`src/rtl/irq_priority_encoder.sv`:
```
// Interrupt request encoder: captures rising edges on N request lines, masks them,
// and presents the highest pending index under a valid/ack handshake, with sticky overrun flags.
module irq_priority_encoder #(
    parameter int N      = 8,
    parameter int CODE_W = 3
) (
    input  logic              clk,
    input  logic              rst,
    input  logic [N-1:0]      req_in,
    input  logic              mask_we,
    input  logic [N-1:0]      mask_in,
    input  logic              ack,
    input  logic              ovr_clr,
    output logic [CODE_W-1:0] code_out,
    output logic              valid_out,
    output logic [N-1:0]      pending_out,
    output logic [N-1:0]      mask_out,
    output logic [N-1:0]      overrun_out
);

    typedef enum logic {
        ST_IDLE    = 1'b0,
        ST_PRESENT = 1'b1
    } state_t;

    state_t              r_state;
    logic [N-1:0]        r_req_q;
    logic [N-1:0]        r_pending;
    logic [N-1:0]        r_mask;
    logic [N-1:0]        r_overrun;
    logic [CODE_W-1:0]   r_code;
    logic                r_valid;

    logic [N-1:0]        w_edge;
    logic [N-1:0]        w_clr;
    logic [N-1:0]        w_ovr_set;
    logic [N-1:0]        w_pending_next;
    logic [N-1:0]        w_overrun_next;
    logic [N-1:0]        w_elig;
    logic                w_ack_taken;
    logic [CODE_W-1:0]   w_enc_idx;

    assign w_ack_taken = (r_state == ST_PRESENT) && ack;
    assign w_elig      = r_pending & ~r_mask;

    // Per-line edge capture, clear and overrun; a new edge always wins over a clear.
    genvar gi;
    generate
        for (gi = 0; gi < N; gi++) begin : g_line
            assign w_edge[gi]         = req_in[gi] & ~r_req_q[gi];
            assign w_clr[gi]          = w_ack_taken && (r_code == CODE_W'(gi));
            assign w_ovr_set[gi]      = w_edge[gi] & r_pending[gi] & ~w_clr[gi];
            assign w_pending_next[gi] = (r_pending[gi] & ~w_clr[gi]) | w_edge[gi];
            assign w_overrun_next[gi] = (r_overrun[gi] & ~ovr_clr) | w_ovr_set[gi];
        end
    endgenerate

    // Ascending scan so the highest set index is the one that survives.
    always_comb begin
        w_enc_idx = '0;
        for (int i = 0; i < N; i++) begin
            if (w_elig[i]) begin
                w_enc_idx = CODE_W'(i);
            end
        end
    end

    always_ff @(posedge clk) begin
        if (rst) begin
            r_req_q   <= '0;
            r_pending <= '0;
            r_mask    <= '0;
            r_overrun <= '0;
        end else begin
            r_req_q   <= req_in;
            r_pending <= w_pending_next;
            r_overrun <= w_overrun_next;
            if (mask_we) begin
                r_mask <= mask_in;
            end
        end
    end

    // Handshake FSM; code is only loaded from IDLE so it stays stable while presented.
    always_ff @(posedge clk) begin
        if (rst) begin
            r_state <= ST_IDLE;
            r_code  <= '0;
            r_valid <= 1'b0;
        end else begin
            case (r_state)
                ST_IDLE: begin
                    if (|w_elig) begin
                        r_code  <= w_enc_idx;
                        r_valid <= 1'b1;
                        r_state <= ST_PRESENT;
                    end
                end
                ST_PRESENT: begin
                    if (ack) begin
                        r_valid <= 1'b0;
                        r_state <= ST_IDLE;
                    end
                end
                default: begin
                    r_valid <= 1'b0;
                    r_state <= ST_IDLE;
                end
            endcase
        end
    end

    assign code_out    = r_code;
    assign valid_out   = r_valid;
    assign pending_out = r_pending;
    assign mask_out    = r_mask;
    assign overrun_out = r_overrun;

endmodule

```
`config.mk`:
```
export PLATFORM = sky130hd
export DESIGN_NAME = irq_priority_encoder
export DESIGN_NICKNAME = d
export VERILOG_FILES = /design/src/rtl/irq_priority_encoder.sv
export SDC_FILE = /design/constraint.sdc
export NUM_CORES = 1
export LEC_CHECK = 0
export ABC_CLOCK_PERIOD_IN_PS = 3100
export BUFFER_PORTS_ARGS = -buffer_cell sky130_fd_sc_hd__buf_2
export CORE_UTILIZATION = 53
export DETAILED_ROUTE_END_ITERATION = 10
export PLACE_DENSITY = 0.83
export SLEW_MARGIN = 0
export SYNTH_ARGS = -nofsm -noshare
export SYNTH_HDL_FRONTEND = slang
export SYNTH_SLANG_ARGS = --single-unit
```
`constraint.sdc`:
```
create_clock -name clk -period 3.1 [get_ports clk]
set_clock_uncertainty 0.15 [all_clocks]
set_input_delay 0.62 -clock clk [delete_from_list [all_inputs] [get_ports clk]]
set_output_delay 0.62 -clock clk [all_outputs]
set_load 0.05 [all_outputs]
```
---- Word-level counts from Yosys, hierarchy flattened ----
Cells that the tools add are included.
word-level totals
  flip-flop bits (word level) ............. 37
  input port bits ......................... 21
  output and inout port bits .............. 28
  word-level logic and storage cells ...... 118
cells by class
  eq/ne operators ......................... 9
  multiplexer cells ....................... 13
  bitwise operators ....................... 76
  reduce and logical (&&, ||, !) cells .... 13
operator list
  cell                                                                    count
  1-bit AND                                                               40
  1-bit NOT                                                               18
  1-bit bitwise OR                                                        16
  3-bit two-way mux                                                       5
  3-bit equality test (second input constant)                             4
  1-bit logical AND                                                       9
  8-bit AND                                                               1
  8-bit NOT                                                               1
  8-bit OR reduction                                                      1
  3-bit by 2-bit equality test with 1-bit output (second input constant)  2
  1-bit two-way mux                                                       5
  2-bit inequality test (second input constant)                           2
  1-bit one-hot mux with 2 select lines                                   2
  2-bit AND reduction                                                     2
  3-bit by 1-bit equality test with 1-bit output (second input constant)  1
  3-bit zero test                                                         1
  2-bit two-way mux                                                       1

---- Depth between registers and ports, before layout ----
Gate-level depths: netlist of the first run.
  depth in word-level cells ............... 9
  depth in mapped cells ................... 5
  mapped depth without buffers ............ 4

---- Worst setup path before layout of the first run ----
No wires, ideal clock.
  path kind ............................... reg2reg
  start ................................... reg r_mask[6], in the netlist mask_out[6]
  end ..................................... reg r_valid, in the netlist valid_out
  arrival ................................. 1.344 ns
  setup slack ............................. 1.492 ns
  cell stages (with the launch flop) ...... 5
  buffers on the path ..................... 0
  clock period less this slack ............ 1.608 ns
  path through ............................ dfxtp_1 -> nand2b_1 -> o2111a_2 -> a21oi_2 -> o21a_1
between the ends
  word-level cells in the longest chain between the ends .. 5
RTL lines
  item                                    line  source
  from (decl)                             29    logic [N-1:0] r_mask;
  from (signal assigned)                  79    r_mask <= mask_in;
  8-bit NOT                               44    assign w_elig = r_pending & ~r_mask;
  8-bit AND                               44
  8-bit OR reduction                      93    if (|w_elig) begin
  2-bit inequality test (no source line)  --
  2-bit AND reduction (no source line)    --
  to (signal assigned)                    89    r_valid <= 1'b0;
  to (signal assigned)                    95    r_valid <= 1'b1;
  to (signal assigned)                    101   r_valid <= 1'b0;
  to (decl)                               32    logic r_valid;
Every way passes these cells.
A chain may end at the register's enable or synchronous reset.

---- Worst setup path after layout of the first run ----
  start ................................... reg r_code[0], in the netlist code_out[0]
  end ..................................... out code_out[0]
RTL lines
  item                    line  source
  from (decl)             31    logic [CODE_W-1:0] r_code;
  from (signal assigned)  94    r_code <= w_enc_idx;
  to (decl)               14    output logic [CODE_W-1:0] code_out,
No word-level cell between the ends.

==> reports/metrics.cfg, run 1 <==
[drt]
dr_total_vias=1253
drtIter0Drc=31
drc=0
drt_wl_total_um=3180
top_layer_used=met4
wl_met2_um=1510
drt-wirelength-per-cell_um=13.6
wl_met3_um=242
wl_met1_um=1370
firstDrtPassIters=7
ant_nets=0
vias_per_cell=5.35

[clocking]
cts_tree=yes
cts_resized=0
h-tree-depth=2
cts_buffer_depth=2
clockRootBuffer=clkbuf_4
cts_setup_buffers=0
cts.sinks=37
clk_latency_ns=0.36
cts.reportedPaths.clkPinSlew_ns=0.12
cts-buffers-inserted=5
postCtsHoldBufs=0

[sta]
period_share_pct=63.9
max-slew-margin-rel_pct=66.8
setup_violations=0
slew_violations=0
rsz0062_at_grt=no
fmax_mhz=505
tightest_slew_ns=0.498
holdWs_ns=0.334
fin_crit_ns=1.98
hold_viol=0
tns_ns=0

[floorplan]
io_pins=49
die_area_um2=3000
core-area_um2=2540
die_w_um=54.8
fp-row-count=18
die_y_um=54.8
start_util_pct=58.1

[global_route]
grt.total_usage_pct=23.4
antenna_found_initial=0
grt-ovfl-total=0
grt_max_degree=29
grt_pass1_vias=1155
grt_pass1_wl_um=4750

[synthesis]
synth_top_area_share_pct=50.1
synth_seq_cells=37
synth_area_leaders=dfxtp_1 (50%), nand2b_1 (6.8%), mux2i_1 (6.1%)
yosysWarningCount=0
syn-cell-area_um2=1480
synth-edff-count=0
syn_avg_cell_area_um2=9.53
synthArstFlopShare_pct=0
yosys.area.top_type=dfxtp_1
synth_cell_types=31
yosys_most_used_dff=dfxtp_1
synth_cells=155
syn-num-nets=176
ys_seq_area_share_pct=50.1

[setup_path]
start_kind=flop
path_class=reg -> out
reg2reg_depth=4
critPathMaxStageDelay_ns=0.51
cpLargestDelayFamily=flip-flops
worstPathMaxFanout=8
cp_slowest_cell=dfxtp_1
critPathBufInv=1
endpoint_kind=output pin
reg2reg_to=overrun_out[0]
crit_chain=buf_2
worstPathArrival_ns=1.21
worstPathRequired_ns=2.33
reg2reg_from=r_state
regToRegSetupSlack_ns=1.49

[power_and_ir_drop]
total_leakage_power_nw=0.840
p_per_area_nw_per_um2=625
irDropWorstVdd_v=0.000473

[placed_design]
port_buffers=48
gp_congestion=0.822
post-dp-hpwl_um=2310

[worst_hold_path]
hold_class=in -> reg
whs_endpoint=r_req_q[7]
whs_path_depth=2
min_from=req_in[7]

[run_status]
outcome=finished, final reports clean

[final_layout]
area_growth_pct=22.4
layout-drive-gt1-share_pct=30.9
layout.cells.most_common=buf_2
num_antenna_cells=0
final_nets=224
most-common-layout-cells=buf_2 (48), dfxtp_1 (37), nand2b_1 (16)

[job]
drv_cap=0

registers in the layout, indices dropped and copies added (netlist names):
name	cells
code_out	3
mask_out	8
overrun_out	8
pending_out	8
r_req_q	8
r_state	1
valid_out	1
kinds of logic after synthesis:
family,Yosys count,synth area share (%)
compound gates,40,18.1
buf+inv,19,5.50
flops,37,50.1
mux,9,6.10
simple gates,50,20.2
layer usage:
metal / vias to the layer above / global-route usage (%)
li1: 621 / -
met1: 559 / 24.9
met2: 64 / 40.8
met3: 9 / 6.11
met4: 0 / 13.7
met5: - / 0
cell type report:
cell class | instances | area (µm²)
Fill cell | 210 | 737
Sequential cell | 37 | 741
Tap cell | 30 | 37.5
Inverter | 12 | 45.0
Multi-Input combinational cell | 99 | 656
Clock buffer | 6 | 51.3
Clock inverter | 2 | 37.5
Timing Repair Buffer | 48 | 240
metrics by stage:
stage	instances	utilization (%)	instance area (µm²)	setup WS (ns)	power, mW
after global routing	234	71.0	1810	1.10	1.18
after detailed placement	226	67.6	1720	0.970	0.785
after CTS	234	71.0	1810	1.12	1.14
after global placement	226	67.6	1720	1.02	0.779
after floorplan	155	-	1480	1.49	0.727
final	234	71.0	1810	1.12	1.13
worst max path at each step:
stage	startpoint	end	slack (ns)	cells past startpoint
floorplan	mask_out[6]	valid_out	1.49	4
global placement	rst	code_out[0]	1.02	5
detailed placement	rst	code_out[0]	0.97	5
CTS	code_out[0]	code_out[0]	1.12	1
global route	code_out[0]	code_out[0]	1.10	1
finish	code_out[0]	code_out[0]	1.12	1
synth_stat cells (all sizes together), types with 2 or more instances:
library cell / n
nand2b: 16
nor2b: 10
inv: 12
and2: 8
o22ai: 8
o21ai: 9
o21a: 2
nand2: 5
dfxtp: 37
clkbuf: 2
o2111a: 2
mux2i: 9
o31ai: 2
a21oi: 10
buf: 5
nor2: 8
where the power goes:
| group | switching [mW] | internal (mW) | total [mW] | leakage, nW |
|---|---|---|---|---|
| clock | 0.162 | 0.192 | 0.354 | 0.0445 |
| sequential | 0.0312 | 0.509 | 0.540 | 0.306 |
| combinational | 0.161 | 0.0745 | 0.236 | 0.489 |
Note: power is estimated with default switching activity, not from simulation.
==> run 2: changes to the inputs <==
- ABC_CLOCK_PERIOD_IN_PS: 3100 -> 1900
- CORE_UTILIZATION: 53 -> 49
- PLACE_DENSITY: 0.83 -> 0.78
- clock period: 3.1 -> 1.9 ns (I/O delays scaled with it)
==> reports/metrics.cfg, run 2 (synthesis results as in run 1) <==
[run_status]
outcome=finished, violations left  ; was finished, final reports clean
violations=DRC

[global_route]
grt-ovfl-total=0  ; unchanged
grt_pass1_vias=1245  ; was 1155
antenna_found_initial=0  ; unchanged
grt.total_usage_pct=22.7  ; was 23.4%
grt_max_degree=20  ; was 29
grt_pass1_wl_um=5540  ; was 4750 µm

[drt]
drt_wl_total_um=3340  ; was 3180 µm
firstDrtPassIters=7  ; unchanged
vias_per_cell=5.41  ; was 5.35
drc=10  ; was 0
ant_nets=0  ; unchanged
drt-wirelength-per-cell_um=14.1  ; was 13.6 µm
drtIter0Drc=36  ; was 31
dr_total_vias=1281  ; was 1253

[clocking]
cts_buffer_depth=2  ; unchanged
cts.reportedPaths.clkPinSlew_ns=0.11  ; was 0.12 ns
h-tree-depth=2  ; unchanged
clockRootBuffer=clkbuf_4  ; unchanged
cts_resized=0  ; unchanged
clk_latency_ns=0.34  ; was 0.36 ns
cts-buffers-inserted=5  ; unchanged
cts.sinks=37  ; unchanged
postCtsHoldBufs=0  ; unchanged
cts_tree=yes  ; unchanged
cts_setup_buffers=0  ; unchanged

[final_layout]
register_area_um2=741  ; unchanged
fillCellCount=247  ; was 210
layout.cells.most_common=buf_2  ; unchanged
area_growth_pct=20.9  ; was 22.4%
most-common-layout-cells=buf_2 (48), dfxtp_1 (37), nand2b_1 (16)  ; unchanged
final_util_pct=63.7  ; was 71.0%
fin_cells=237  ; was 234
final_nets=226  ; was 224
layout-drive-gt1-share_pct=31.1  ; was 30.9%
final_area_um2=1790  ; was 1810 µm²
multi_input_area_um2=656  ; unchanged
num_antenna_cells=0  ; unchanged

[power_and_ir_drop]
irDropWorstVdd_v=0.000569  ; was 0.000473 V
comb_power_share_pct=23.2  ; was 20.9%
p_switching_uw=573  ; was 355 µW
p_int_mw=1.09  ; was 775 µW
p_clk_share_pct=23.9  ; was 31.3%
total_leakage_power_nw=0.837  ; was 0.840 nW
p_per_area_nw_per_um2=933  ; was 625 nW/µm²
p_sw_share_pct=34.3  ; was 31.4%
sequentialPowerShare_pct=52.9  ; was 47.8%
power_mw=1.67  ; was 1.13 mW

[setup_path]
path_class=reg -> out  ; unchanged
critPathMaxStageDelay_ns=0.50  ; was 0.51 ns
endpoint_kind=output pin  ; unchanged
worstPathMaxFanout=8  ; unchanged
crit_chain=buf_2  ; unchanged
critPathBufInv=1  ; unchanged
worstPathRequired_ns=1.37  ; was 2.33 ns
start_kind=flop  ; unchanged
cpLargestDelayFamily=flip-flops  ; unchanged
cp_slowest_cell=dfxtp_1  ; unchanged
worstPathArrival_ns=1.17  ; was 1.21 ns

[floorplan]
start_util_pct=52.7  ; was 58.1%
core-area_um2=2810  ; was 2540 µm²
die_area_um2=3240  ; was 3000 µm²
fp-row-count=19  ; was 18
io_pins=49  ; unchanged
die_y_um=56.9  ; was 54.8 µm
die_w_um=56.9  ; was 54.8 µm

[sta]
slew_violations=0  ; unchanged
period_share_pct=89.4
max-slew-margin-rel_pct=75.5  ; was 66.8%
tns_ns=0  ; unchanged
hold_viol=0  ; unchanged
fmax_mhz=589
rsz0062_at_grt=no  ; unchanged
worst_slack_ns=0.201  ; was 1.12 ns
fin_crit_ns=1.70
holdWs_ns=0.105  ; was 0.334 ns
setup_violations=0  ; unchanged
tightest_slew_ns=0.367  ; was 0.498 ns

[placed_design]
placed_area_um2=1740  ; was 1720 µm²
port_buffers=48  ; unchanged
place_inst=229  ; was 226
pre_cts_ws_ns=0.389  ; was 0.970 ns
gp_congestion=0.878  ; was 0.822
post-dp-hpwl_um=2530  ; was 2310 µm

[worst_hold_path]
hold_class=in -> reg  ; unchanged

[job]
drv_cap=0  ; unchanged

run 2: power groups by stage:
stage               Combinational (mW)  Sequential (mW)  Clock, mW
floorplan                        0.154             1.03          0
global placement                 0.379            0.896          0
detailed placement               0.388            0.899          0
CTS                              0.389            0.881      0.409
global route                     0.414            0.889      0.445
finish                           0.387            0.882      0.398
run 2: cell type report:
class / instances / area share, %
timing repair buffer: 50 / 14.3
inverter: 12 / 2.52
clock inverter: 2 / 0.560
sequential: 37 / 41.5
multi-input combinational: 99 / 36.7
tap: 31 / 2.17
clock buffer: 6 / 2.31
run 2: layer usage:
metal | vias up | wire length, µm | global-route usage [%]
met3 | 5 | 208 | 8.53
met4 | 0 | 50 | 9.41
met5 | - | 0 | 0
met1 | 616 | 1480 | 26.5
li1 | 626 | - | -
met2 | 34 | 1600 | 37.5
run 2: path summary, 6_finish.rpt:
path	end	slack, ns	depth (start not counted)	start
worst max-delay path	code_out[0]	0.20	1	code_out[0]
worst min-delay path	r_req_q[0]	0.11	2	req_in[0]
worst max register to register	overrun_out[0]	0.37	4	r_state
worst min register to register	pending_out[5]	0.37	2	r_req_q[5]
run 2: worst reg2reg max path, stage by stage (launching register included):
cell      delay, ns
dfxtp_1        0.56
nand3b_4       0.13
o31ai_1        0.30
o22ai_1        0.13
and2_1         0.17
==> run 3: changes to the inputs <==
- ABC_CLOCK_PERIOD_IN_PS: 1900 -> 2200
- CORE_UTILIZATION: 49 -> 53
- PLACE_DENSITY: 0.78 -> 0.83
- clock period: 1.9 -> 2.2 ns (I/O delays scaled with it)
==> reports/metrics.cfg, run 3 (synthesis results as in run 1) <==
[setup_path]
path_class=reg -> out  ; unchanged
endpoint_kind=output pin  ; unchanged
critPathBufInv=1  ; unchanged
crit_chain=buf_2  ; unchanged
cpLargestDelayFamily=flip-flops  ; unchanged
reg2reg_depth=4  ; unchanged
worstPathRequired_ns=1.61  ; was 1.37 ns
regToRegSetupSlack_ns=0.68  ; was 0.37 ns
cp_slowest_cell=dfxtp_1  ; unchanged
worstPathArrival_ns=1.15  ; was 1.17 ns
reg2reg_from=r_state  ; unchanged
start_kind=flop  ; unchanged
critPathMaxStageDelay_ns=0.49  ; was 0.50 ns
worstPathMaxFanout=8  ; unchanged
reg2reg_to=overrun_out[2]  ; was overrun_out[0]

[drt]
drtIter0Drc=25  ; was 36
dr_total_vias=1248  ; was 1281
drc=0  ; was 10
vias_per_cell=5.33  ; was 5.41
firstDrtPassIters=4  ; was 7
ant_nets=0  ; unchanged
drt_wl_total_um=3250  ; was 3340 µm
drt-wirelength-per-cell_um=13.9  ; was 14.1 µm

[global_route]
grt_max_degree=28  ; was 20
grt-ovfl-total=0  ; unchanged
grt_pass1_wl_um=4890  ; was 5540 µm
antenna_found_initial=0  ; unchanged
grt.total_usage_pct=24.2  ; was 22.7%
grt_pass1_vias=1102  ; was 1245

[clocking]
h-tree-depth=2  ; unchanged
clockRootBuffer=clkbuf_4  ; unchanged
postCtsHoldBufs=0  ; unchanged
cts.reportedPaths.clkPinSlew_ns=0.10  ; was 0.11 ns
cts_resized=0  ; unchanged
cts.sinks=37  ; unchanged
clk_latency_ns=0.34  ; about the same
cts_setup_buffers=0  ; unchanged
cts_tree=yes  ; unchanged
cts-buffers-inserted=5  ; unchanged
cts_buffer_depth=2  ; unchanged

[sta]
period_share_pct=79.2
holdWs_ns=0.168  ; was 0.105 ns
fmax_mhz=574
tns_ns=0  ; unchanged
rsz0062_at_grt=no  ; unchanged
setup_violations=0  ; unchanged
hold_viol=0  ; unchanged
max-slew-margin-rel_pct=74.5  ; was 75.5%
worst_slack_ns=0.457  ; was 0.201 ns
fin_crit_ns=1.74
slew_violations=0  ; unchanged
tightest_slew_ns=0.382  ; was 0.367 ns

[placed_design]
port_buffers=48  ; unchanged
post-dp-hpwl_um=2420  ; was 2530 µm
gp_congestion=0.831  ; was 0.878
pre_cts_ws_ns=0.688  ; was 0.389 ns

[final_layout]
most-common-layout-cells=buf_2 (48), dfxtp_1 (37), nand2b_1 (16)  ; unchanged
final_nets=225  ; was 226
num_antenna_cells=0  ; unchanged
area_growth_pct=20.6  ; was 20.9%
layout-drive-gt1-share_pct=30.4  ; was 31.1%
fillCellCount=214  ; was 247
layout.cells.most_common=buf_2  ; unchanged
final_util_pct=70.0  ; was 63.7%

[floorplan]
die_area_um2=3000  ; was 3240 µm²
core-area_um2=2540  ; was 2810 µm²
die_y_um=54.8  ; was 56.9 µm
io_pins=49  ; unchanged
start_util_pct=58.1  ; was 52.7%
fp-row-count=18  ; was 19
die_w_um=54.8  ; was 56.9 µm

[worst_hold_path]
whs_endpoint=r_req_q[2]  ; was r_req_q[0]
hold_class=in -> reg  ; unchanged
whs_path_depth=2  ; unchanged
min_from=req_in[2]  ; was req_in[0]

[job]
drv_cap=0  ; unchanged

[power_and_ir_drop]
total_leakage_power_nw=0.832  ; was 0.837 nW
p_per_area_nw_per_um2=817  ; was 933 nW/µm²
irDropWorstVdd_v=0.000653  ; was 0.000569 V

[run_status]
outcome=finished, final reports clean  ; was finished, violations left

-- run 3: cell types whose count changed in the layout (fill, tap and decap cells not counted) --
cell,change
clkinv_2,-2
buf_4,-1
clkbuf_8,+1
-- run 3: through the flow --
stage	instances	instance area, µm²	power (mW)
2_1_floorplan	155	1480	1.02
3_3_place_gp	227	1730	1.10
3_5_place_dp	227	1730	1.11
4_1_cts	234	1780	1.47
5_1_grt	234	1780	1.52
6_report	234	1780	1.46
-- run 3: power by group --
part | total [mW] | switching, mW | internal, mW
sequential | 0.763 | 0.0461 | 0.717
clock | 0.361 | 0.210 | 0.151
combinational | 0.332 | 0.226 | 0.106
-- run 3: how the worst max path moves through the flow --
stage	slack, ns	startpoint	cells after the start	to
2_1_floorplan	0.59	mask_out[6]	4	valid_out
3_3_place_gp	0.73	ack	5	overrun_out[0]
3_5_place_dp	0.69	ack	5	overrun_out[0]
4_1_cts	0.45	code_out[0]	1	code_out[0]
5_1_grt	0.39	code_out[0]	1	code_out[0]
6_report	0.46	code_out[0]	1	code_out[0]
-- run 3: per-layer routing --
metal  vias up  share of wire, %  GRT usage [%]
met5         -                 0              0
met4         0              0.92           12.8
met3         4               6.5           5.83
met1       570                44           27.5
li1        623                 -              -
met2        51                49           41.4
-- run 3: final cells by class --
class | count | area [µm²] | area share (%)
inverter | 12 | 45.0 | 2.53
timing repair buffer | 49 | 248 | 13.9
clock buffer | 7 | 55.1 | 3.09
tap | 30 | 37.5 | 2.11
sequential | 37 | 741 | 41.6
multi-input combinational | 99 | 656 | 36.8
